`src/rtl/mult_share_pkg.sv`:
```
// Shared types and constants for the multiplier-sharing controller.
// The sequencer state, the default operand width and the product-width helper live here.
package mult_share_pkg;

   typedef enum logic [1:0] {
      ST_IDLE  = 2'd0,
      ST_BUSY  = 2'd1,
      ST_RESP  = 2'd2,
      ST_CLEAR = 2'd3
   } state_e;

   localparam int OP_W_DEF = 8;

   function automatic int prod_w(input int op_w);
      return 2 * op_w;
   endfunction

endpackage

```
`src/rtl/mult_share_ctrl_rr_arbiter.sv`:
```
// Combinational round-robin search: the first requester after ptr (wrapping) wins.
// Produces a one-hot grant and its encoded index; the pointer register lives in the parent.
module rr_arbiter
   import mult_share_pkg::*;
#(
   parameter int NUM_REQ = 4,
   parameter int ID_W    = 2
) (
   input  logic [ID_W-1:0]    ptr,
   input  logic [NUM_REQ-1:0] req,
   output logic [NUM_REQ-1:0] gnt,
   output logic [ID_W-1:0]    gnt_idx
);

   localparam logic [NUM_REQ-1:0] ONE_V = {{(NUM_REQ-1){1'b0}}, 1'b1};
   localparam logic [ID_W:0]      N_V   = (ID_W+1)'(NUM_REQ);

   logic [ID_W:0] pos_s;
   logic          hit_s;
   logic          found_s;

   // Walk ptr+1 .. ptr+NUM_REQ modulo NUM_REQ and keep the first hit.
   always_comb begin
      gnt     = '0;
      gnt_idx = '0;
      found_s = 1'b0;
      pos_s   = '0;
      hit_s   = 1'b0;
      for (int k = 1; k <= NUM_REQ; k++) begin
         pos_s   = {1'b0, ptr} + (ID_W+1)'(k);
         pos_s   = (pos_s >= N_V) ? (pos_s - N_V) : pos_s;
         hit_s   = !found_s && ((req & (ONE_V << pos_s)) != '0);
         gnt     = hit_s ? (ONE_V << pos_s) : gnt;
         gnt_idx = hit_s ? pos_s[ID_W-1:0] : gnt_idx;
         found_s = found_s | hit_s;
      end
   end

endmodule

```
`src/rtl/mult_share_ctrl.sv`:
```
// Shares one signed multiplier among NUM_REQ requesters: grant, start, wait done, respond, clear.
// Optional watchdog on the multiplier is enabled with MULT_SHARE_TIMEOUT_EN.
module mult_share_ctrl
   import mult_share_pkg::*;
#(
   parameter int NUM_REQ        = 4,
   parameter int OP_W           = OP_W_DEF,
   parameter int ID_W           = 2,
   parameter int TIMEOUT_CYCLES = 64
) (
   input  logic                    clk,
   input  logic                    reset,
   input  logic [NUM_REQ-1:0]      req_valid,
   output logic [NUM_REQ-1:0]      req_ready,
   input  logic [NUM_REQ*OP_W-1:0] req_a,
   input  logic [NUM_REQ*OP_W-1:0] req_b,
   output logic                    rsp_valid,
   input  logic                    rsp_ready,
   output logic [ID_W-1:0]         rsp_id,
   output logic [prod_w(OP_W)-1:0] rsp_product,
   output logic                    rsp_err,
   output logic                    mult_valid,
   output logic [OP_W-1:0]         mult_m,
   output logic [OP_W-1:0]         mult_q,
   input  logic                    mult_done,
   input  logic [prod_w(OP_W)-1:0] mult_product,
   output logic                    mult_clear
);

   localparam int PW = prod_w(OP_W);

   state_e            state_q, state_d;
   logic [OP_W-1:0]   a_q, a_d, b_q, b_d;
   logic [ID_W-1:0]   id_q, id_d, ptr_q, ptr_d;
   logic [PW-1:0]     prod_q, prod_d;
   logic              mult_valid_q, mult_valid_d;
   logic              rsp_valid_q, rsp_valid_d;
   logic              mult_clear_q, mult_clear_d;
   logic [NUM_REQ-1:0] gnt_s;
   logic [ID_W-1:0]   gnt_idx_s;
   logic [OP_W-1:0]   a_sel_s, b_sel_s;
   logic              accept_s;

`ifdef MULT_SHARE_TIMEOUT_EN
   localparam int             CNT_W    = $clog2(TIMEOUT_CYCLES + 1);
   localparam logic [CNT_W-1:0] TMO_LAST = CNT_W'(TIMEOUT_CYCLES - 1);
   logic [CNT_W-1:0] cnt_q, cnt_d;
   logic             err_q, err_d;
`endif

   rr_arbiter #(.NUM_REQ(NUM_REQ), .ID_W(ID_W)) u_arb (
      .ptr     (ptr_q),
      .req     (req_valid),
      .gnt     (gnt_s),
      .gnt_idx (gnt_idx_s)
   );

   // A stale done must be cleared before any new job is accepted.
   assign req_ready = (state_q == ST_IDLE && !mult_done) ? gnt_s : '0;
   assign accept_s  = |req_ready;

   // Pick the winner's operand slices.
   always_comb begin
      a_sel_s = '0;
      b_sel_s = '0;
      for (int i = 0; i < NUM_REQ; i++) begin
         a_sel_s = a_sel_s | (req_a[i*OP_W +: OP_W] & {OP_W{gnt_s[i]}});
         b_sel_s = b_sel_s | (req_b[i*OP_W +: OP_W] & {OP_W{gnt_s[i]}});
      end
   end

   // Sequencer next state and datapath latches.
   always_comb begin
      state_d = state_q;
      a_d     = a_q;
      b_d     = b_q;
      id_d    = id_q;
      ptr_d   = ptr_q;
      prod_d  = prod_q;
`ifdef MULT_SHARE_TIMEOUT_EN
      cnt_d   = cnt_q;
      err_d   = err_q;
`endif
      case (state_q)
         ST_IDLE: begin
            if (mult_done) begin
               state_d = ST_CLEAR;
            end else if (accept_s) begin
               a_d     = a_sel_s;
               b_d     = b_sel_s;
               id_d    = gnt_idx_s;
               ptr_d   = gnt_idx_s;
               state_d = ST_BUSY;
`ifdef MULT_SHARE_TIMEOUT_EN
               cnt_d   = '0;
               err_d   = 1'b0;
`endif
            end else begin
               state_d = ST_IDLE;
            end
         end
         ST_BUSY: begin
            if (mult_done) begin
               prod_d  = mult_product;
               state_d = ST_RESP;
            end
`ifdef MULT_SHARE_TIMEOUT_EN
            else if (cnt_q == TMO_LAST) begin
               prod_d  = '0;
               err_d   = 1'b1;
               state_d = ST_RESP;
            end else begin
               cnt_d   = cnt_q + CNT_W'(1);
            end
`else
            else begin
               state_d = ST_BUSY;
            end
`endif
         end
         ST_RESP: begin
            if (rsp_ready) begin
               state_d = ST_CLEAR;
            end else begin
               state_d = ST_RESP;
            end
         end
         ST_CLEAR: state_d = ST_IDLE;
         default:  state_d = ST_IDLE;
      endcase
      mult_valid_d = (state_d == ST_BUSY);
      rsp_valid_d  = (state_d == ST_RESP);
      mult_clear_d = (state_d == ST_CLEAR);
   end

   // State and registered outputs.
   always_ff @(posedge clk or posedge reset) begin
      if (reset) begin
         state_q      <= ST_IDLE;
         a_q          <= '0;
         b_q          <= '0;
         id_q         <= '0;
         ptr_q        <= ID_W'(NUM_REQ - 1);
         prod_q       <= '0;
         mult_valid_q <= 1'b0;
         rsp_valid_q  <= 1'b0;
         mult_clear_q <= 1'b0;
`ifdef MULT_SHARE_TIMEOUT_EN
         cnt_q        <= '0;
         err_q        <= 1'b0;
`endif
      end else begin
         state_q      <= state_d;
         a_q          <= a_d;
         b_q          <= b_d;
         id_q         <= id_d;
         ptr_q        <= ptr_d;
         prod_q       <= prod_d;
         mult_valid_q <= mult_valid_d;
         rsp_valid_q  <= rsp_valid_d;
         mult_clear_q <= mult_clear_d;
`ifdef MULT_SHARE_TIMEOUT_EN
         cnt_q        <= cnt_d;
         err_q        <= err_d;
`endif
      end
   end

   assign mult_valid  = mult_valid_q;
   assign mult_m      = a_q;
   assign mult_q      = b_q;
   assign mult_clear  = mult_clear_q;
   assign rsp_valid   = rsp_valid_q;
   assign rsp_id      = id_q;
   assign rsp_product = prod_q;

`ifdef MULT_SHARE_TIMEOUT_EN
   assign rsp_err = err_q;
`else
   logic unused_timeout_s;
   assign unused_timeout_s = ^TIMEOUT_CYCLES;
   assign rsp_err          = 1'b0;
`endif

endmodule

```
`config.mk`:
```
export PLATFORM = sky130hd
export DESIGN_NAME = mult_share_ctrl
export DESIGN_NICKNAME = d
export VERILOG_FILES = /design/src/rtl/mult_share_pkg.sv /design/src/rtl/mult_share_ctrl_rr_arbiter.sv /design/src/rtl/mult_share_ctrl.sv
export SDC_FILE = /design/constraint.sdc
export NUM_CORES = 1
export LEC_CHECK = 0
export CORE_MARGIN = 2
export CORE_UTILIZATION = 45
export CTS_CLUSTER_DIAMETER = 50
export DETAILED_ROUTE_END_ITERATION = 7
export GPL_TIMING_DRIVEN = 0
export MAX_ROUTING_LAYER = met4
export PLACE_DENSITY = 0.87
export SKIP_LAST_GASP = 1
export SLEW_MARGIN = 10
export SYNTH_ARGS = -nofsm -noshare
export SYNTH_HDL_FRONTEND = slang
export SYNTH_SLANG_ARGS = --single-unit
```
`constraint.sdc`:
```
create_clock -name clk -period 7.05 [get_ports clk]
set_clock_uncertainty 0.05 [all_clocks]
set_input_delay 0.705 -clock clk [delete_from_list [all_inputs] [get_ports clk]]
set_output_delay 0.705 -clock clk [all_outputs]
set_load 0.02 [all_outputs]
```
==> flow_metrics.env <==
export IMPL_seq_power_share_pct=20.3
export IMPL_wirelength_um=8620
export IMPL_die_area_sq_um=6770
export IMPL_switching_share_pct=46.4
export IMPL_ios=130
export IMPL_grt_pass1_wl_um=13100
export IMPL_critPathKind="in -> out"
export IMPL_syn_to_final_growth_pct=53.9
export IMPL_cts_tree="done"
export IMPL_final_period_utilization_pct=64.1
export IMPL_async_reset_ff_share_pct=100
export IMPL_rows=28
export IMPL_final_cell_mix="126 x clkdlybuf4s50_1, 39 x dfrtp_1, 34 x nand4_1, 23 x inv_1, 19 x o21ai_0"
export IMPL_cp_cell_sequence="clkdlybuf4s50_1 > buf_2 > a222oi_1 > o2111ai_1 > a21oi_1 > nor2_1 > nor2_1 > clkdlybuf4s50_1"
export IMPL_synth_ff_type="dfrtp_1"
export IMPL_htreeDepth=2
export IMPL_slew_violations=0
export IMPL_p_per_area_nw_per_um2=497
export IMPL_max_freq_mhz=221
export IMPL_final_cells=481
export IMPL_cts_resized=0
export IMPL_power_mw=2.11
export IMPL_end_kind="output port"
export IMPL_grt_setup_unrepaired="no"
export IMPL_clockPowerShare_pct=9.2
export IMPL_drt_first_pass_iters=6
export IMPL_diodes=0
export IMPL_holdWs_ps=460
export IMPL_synthCells=271
export IMPL_clk_latency_ps=300
export IMPL_hold_buffers=0
export IMPL_port_buffers=126
export IMPL_layout_cells_most_common="clkdlybuf4s50_1"
export IMPL_grt_start_max_net_pins=36
export IMPL_synth_edf_count=0
export IMPL_globalplace_congestion=0.870
export IMPL_numCtsBuffers=5
export IMPL_power_switching_mw=0.978
export IMPL_cts_buffer_depth=2
export IMPL_dpl_hpwl_um=6410
export IMPL_slew_headroom_pct=46.3
export IMPL_fin_util_pct=71.7
export IMPL_yosysSeqAreaShare_pct=37.3
export IMPL_clk_pin_slew_ps=80
export IMPL_pwr_share_comb_pct=70.5
export IMPL_setup_tns_final_ps=0
export IMPL_die_w_um=82.3
export IMPL_grt_use_total_pct=25.7
export IMPL_drt_iter0_drc=178
export IMPL_min_period_ps=4520
export IMPL_ys_types=50
export IMPL_vias=2862
export IMPL_p_leak_nw=1.72
export IMPL_grt_antenna_before_repair=0
export IMPL_power_internal_mw=1.13
export IMPL_dp_cells=473
export IMPL_critPathMaxFanout=10
export IMPL_drc_errors=0
export IMPL_yosys_warnings=0
export IMPL_clock_sinks=41
export IMPL_hold_violations=0
export IMPL_core_area_sq_um=5920
export IMPL_hold_class="reg -> reg"
export IMPL_critPathSlowestCell="a222oi_1"
export IMPL_layout_drive_gt1_share_pct=16.0
export IMPL_critPathMaxStageDelay_ps=670
export IMPL_grt_ovfl_total=0
export IMPL_yosys_register_bits=41
export IMPL_wl_per_cell_um=17.9
export IMPL_start_util_pct=46.6
export IMPL_setup_viol=0
export IMPL_peakVddDrop_uv=265
export IMPL_grt_pass1_vias=2829
export IMPL_cts_root_buf="clkbuf_8"
export IMPL_status="finished, final reports clean"
export IMPL_worstMarginPinSlew_ps=806
export IMPL_vias_per_cell=5.95
export IMPL_cap_violations=0
export IMPL_crit_required_ps=6290
export IMPL_syn_area_sq_um=2760
export IMPL_num_nets_final=497
export IMPL_post_cts_buffers=0
export IMPL_route_antenna_remaining_nets=0
export IMPL_cp_start_kind="input port"
export IMPL_fillerInstances=441
export IMPL_arrival_ps=3760
export IMPL_die_y_um=82.3
export IMPL_synth_area_per_cell_sq_um=10.2
export IMPL_syn_nets=363
-- power groups by stage --
stage	Sequential (mW)	Combinational (mW)	Clock (mW)
2_1_floorplan	0.557	0.848	0
3_3_place_gp	0.425	1.44	0
3_5_place_dp	0.432	1.47	0
4_1_cts	0.428	1.48	0.198
5_1_grt	0.443	1.60	0.210
6_report	0.427	1.49	0.194
-- kinds of logic (layout without fill, tap and decap cells) --
| kind of cell | Yosys count | after routing | synth area share, % |
|---|---|---|---|
| other | 1 | 1 | 0.136 |
| muxes | 37 | 37 | 17.1 |
| buffers and inverters | 50 | 185 | 8.39 |
| adders and majority gates | 4 | 4 | 1.81 |
| AOI/OAI and AO/OA | 75 | 75 | 21.5 |
| and+or+nand+nor | 63 | 63 | 13.9 |
| DFF | 41 | 41 | 37.3 |
-- routing by layer --
layer	GRT usage [%]	vias up	routed length, um
li1	-	1304	-
met3	5.54	20	846
met4	9.67	0	204
met2	43.4	159	4270
met1	30.0	1379	3310
met5	-	-	0
-- final cells by class --
| class | instances | area [sq um] | area share, % |
|---|---|---|---|
| multi-input cells | 180 | 1500 | 35.3 |
| repair buffers | 127 | 1280 | 30.2 |
| flip-flops and latches | 41 | 1030 | 24.2 |
| plain buffers | 26 | 141 | 3.33 |
| well taps | 75 | 93.8 | 2.21 |
| inverters | 24 | 90.1 | 2.12 |
| clock buffers | 5 | 68.8 | 1.62 |
| clock inverters | 3 | 43.8 | 1.03 |
-- synth_stat cells, types with 2 or more instances --
library cell	number	area (sq um)
mux2_4	16	240
clkbuf_1	14	52.6
nand3_4	2	35.0
a221oi_1	2	17.5
nand2_1	6	22.5
mux2i_1	5	50.1
a222oi_1	3	30.0
a21oi_1	6	30.0
o21a_1	2	15.0
a22oi_1	2	15.0
mux2_2	16	180
dfstp_2	2	52.6
o2111ai_1	18	158
buf_6	4	45.0
buf_2	5	25.0
inv_1	24	90.1
o21ai_0	19	95.1
and2_1	2	12.5
o211ai_1	2	15.0
nor2_1	11	41.3
or4_1	2	15.0
dfrtp_1	39	976
a221o_1	2	20.0
nand4_1	34	213
a31oi_1	2	12.5
buf_4	2	15.0
ha_1	4	50.1
a22o_1	3	26.3
-- stage by stage --
step                      cell area (sq um)  setup WS [ps]
after floorplan                        2760           3800
after global placement                 4110           2570
after detailed placement               4130           2610
after CTS                              4250           2580
after global routing                   4250           2240
final                                  4250           2530
-- critical path, delay by kind of cell --
family | cells | cell delay, ps
compound gates | 3 | 1410
buf+inv | 3 | 1270
simple gates | 2 | 360
-- sequential cells by signal, summed over array words and instances, names as in the netlist --
register     flops
ptr_q            2
mult_m           8
rsp_id           2
mult_clear       1
rsp_product     16
mult_valid       1
mult_q           8
rsp_valid        1
state_q          2
-- worst paths after layout --
path                       slack [ps]                   startpoint  cells past startpoint                           to
min reg2reg                       460  rsp_product[12]$_DFFE_PP0P_                      1  rsp_product[12]$_DFFE_PP0P_
max reg2reg                      3390         ptr_q[0]$_DFFE_PP1P_                     10        mult_q[5]$_DFFE_PP0P_
min in group asynchronous         560                        reset                      2        rsp_id[0]$_DFFE_PP0P_
max                              2530                 req_valid[3]                      8                 req_ready[3]
min                               460  rsp_product[12]$_DFFE_PP0P_                      1  rsp_product[12]$_DFFE_PP0P_
max in group asynchronous        5950                        reset                      3        mult_q[3]$_DFFE_PP0P_
Note: power is estimated with default switching activity, not from simulation.
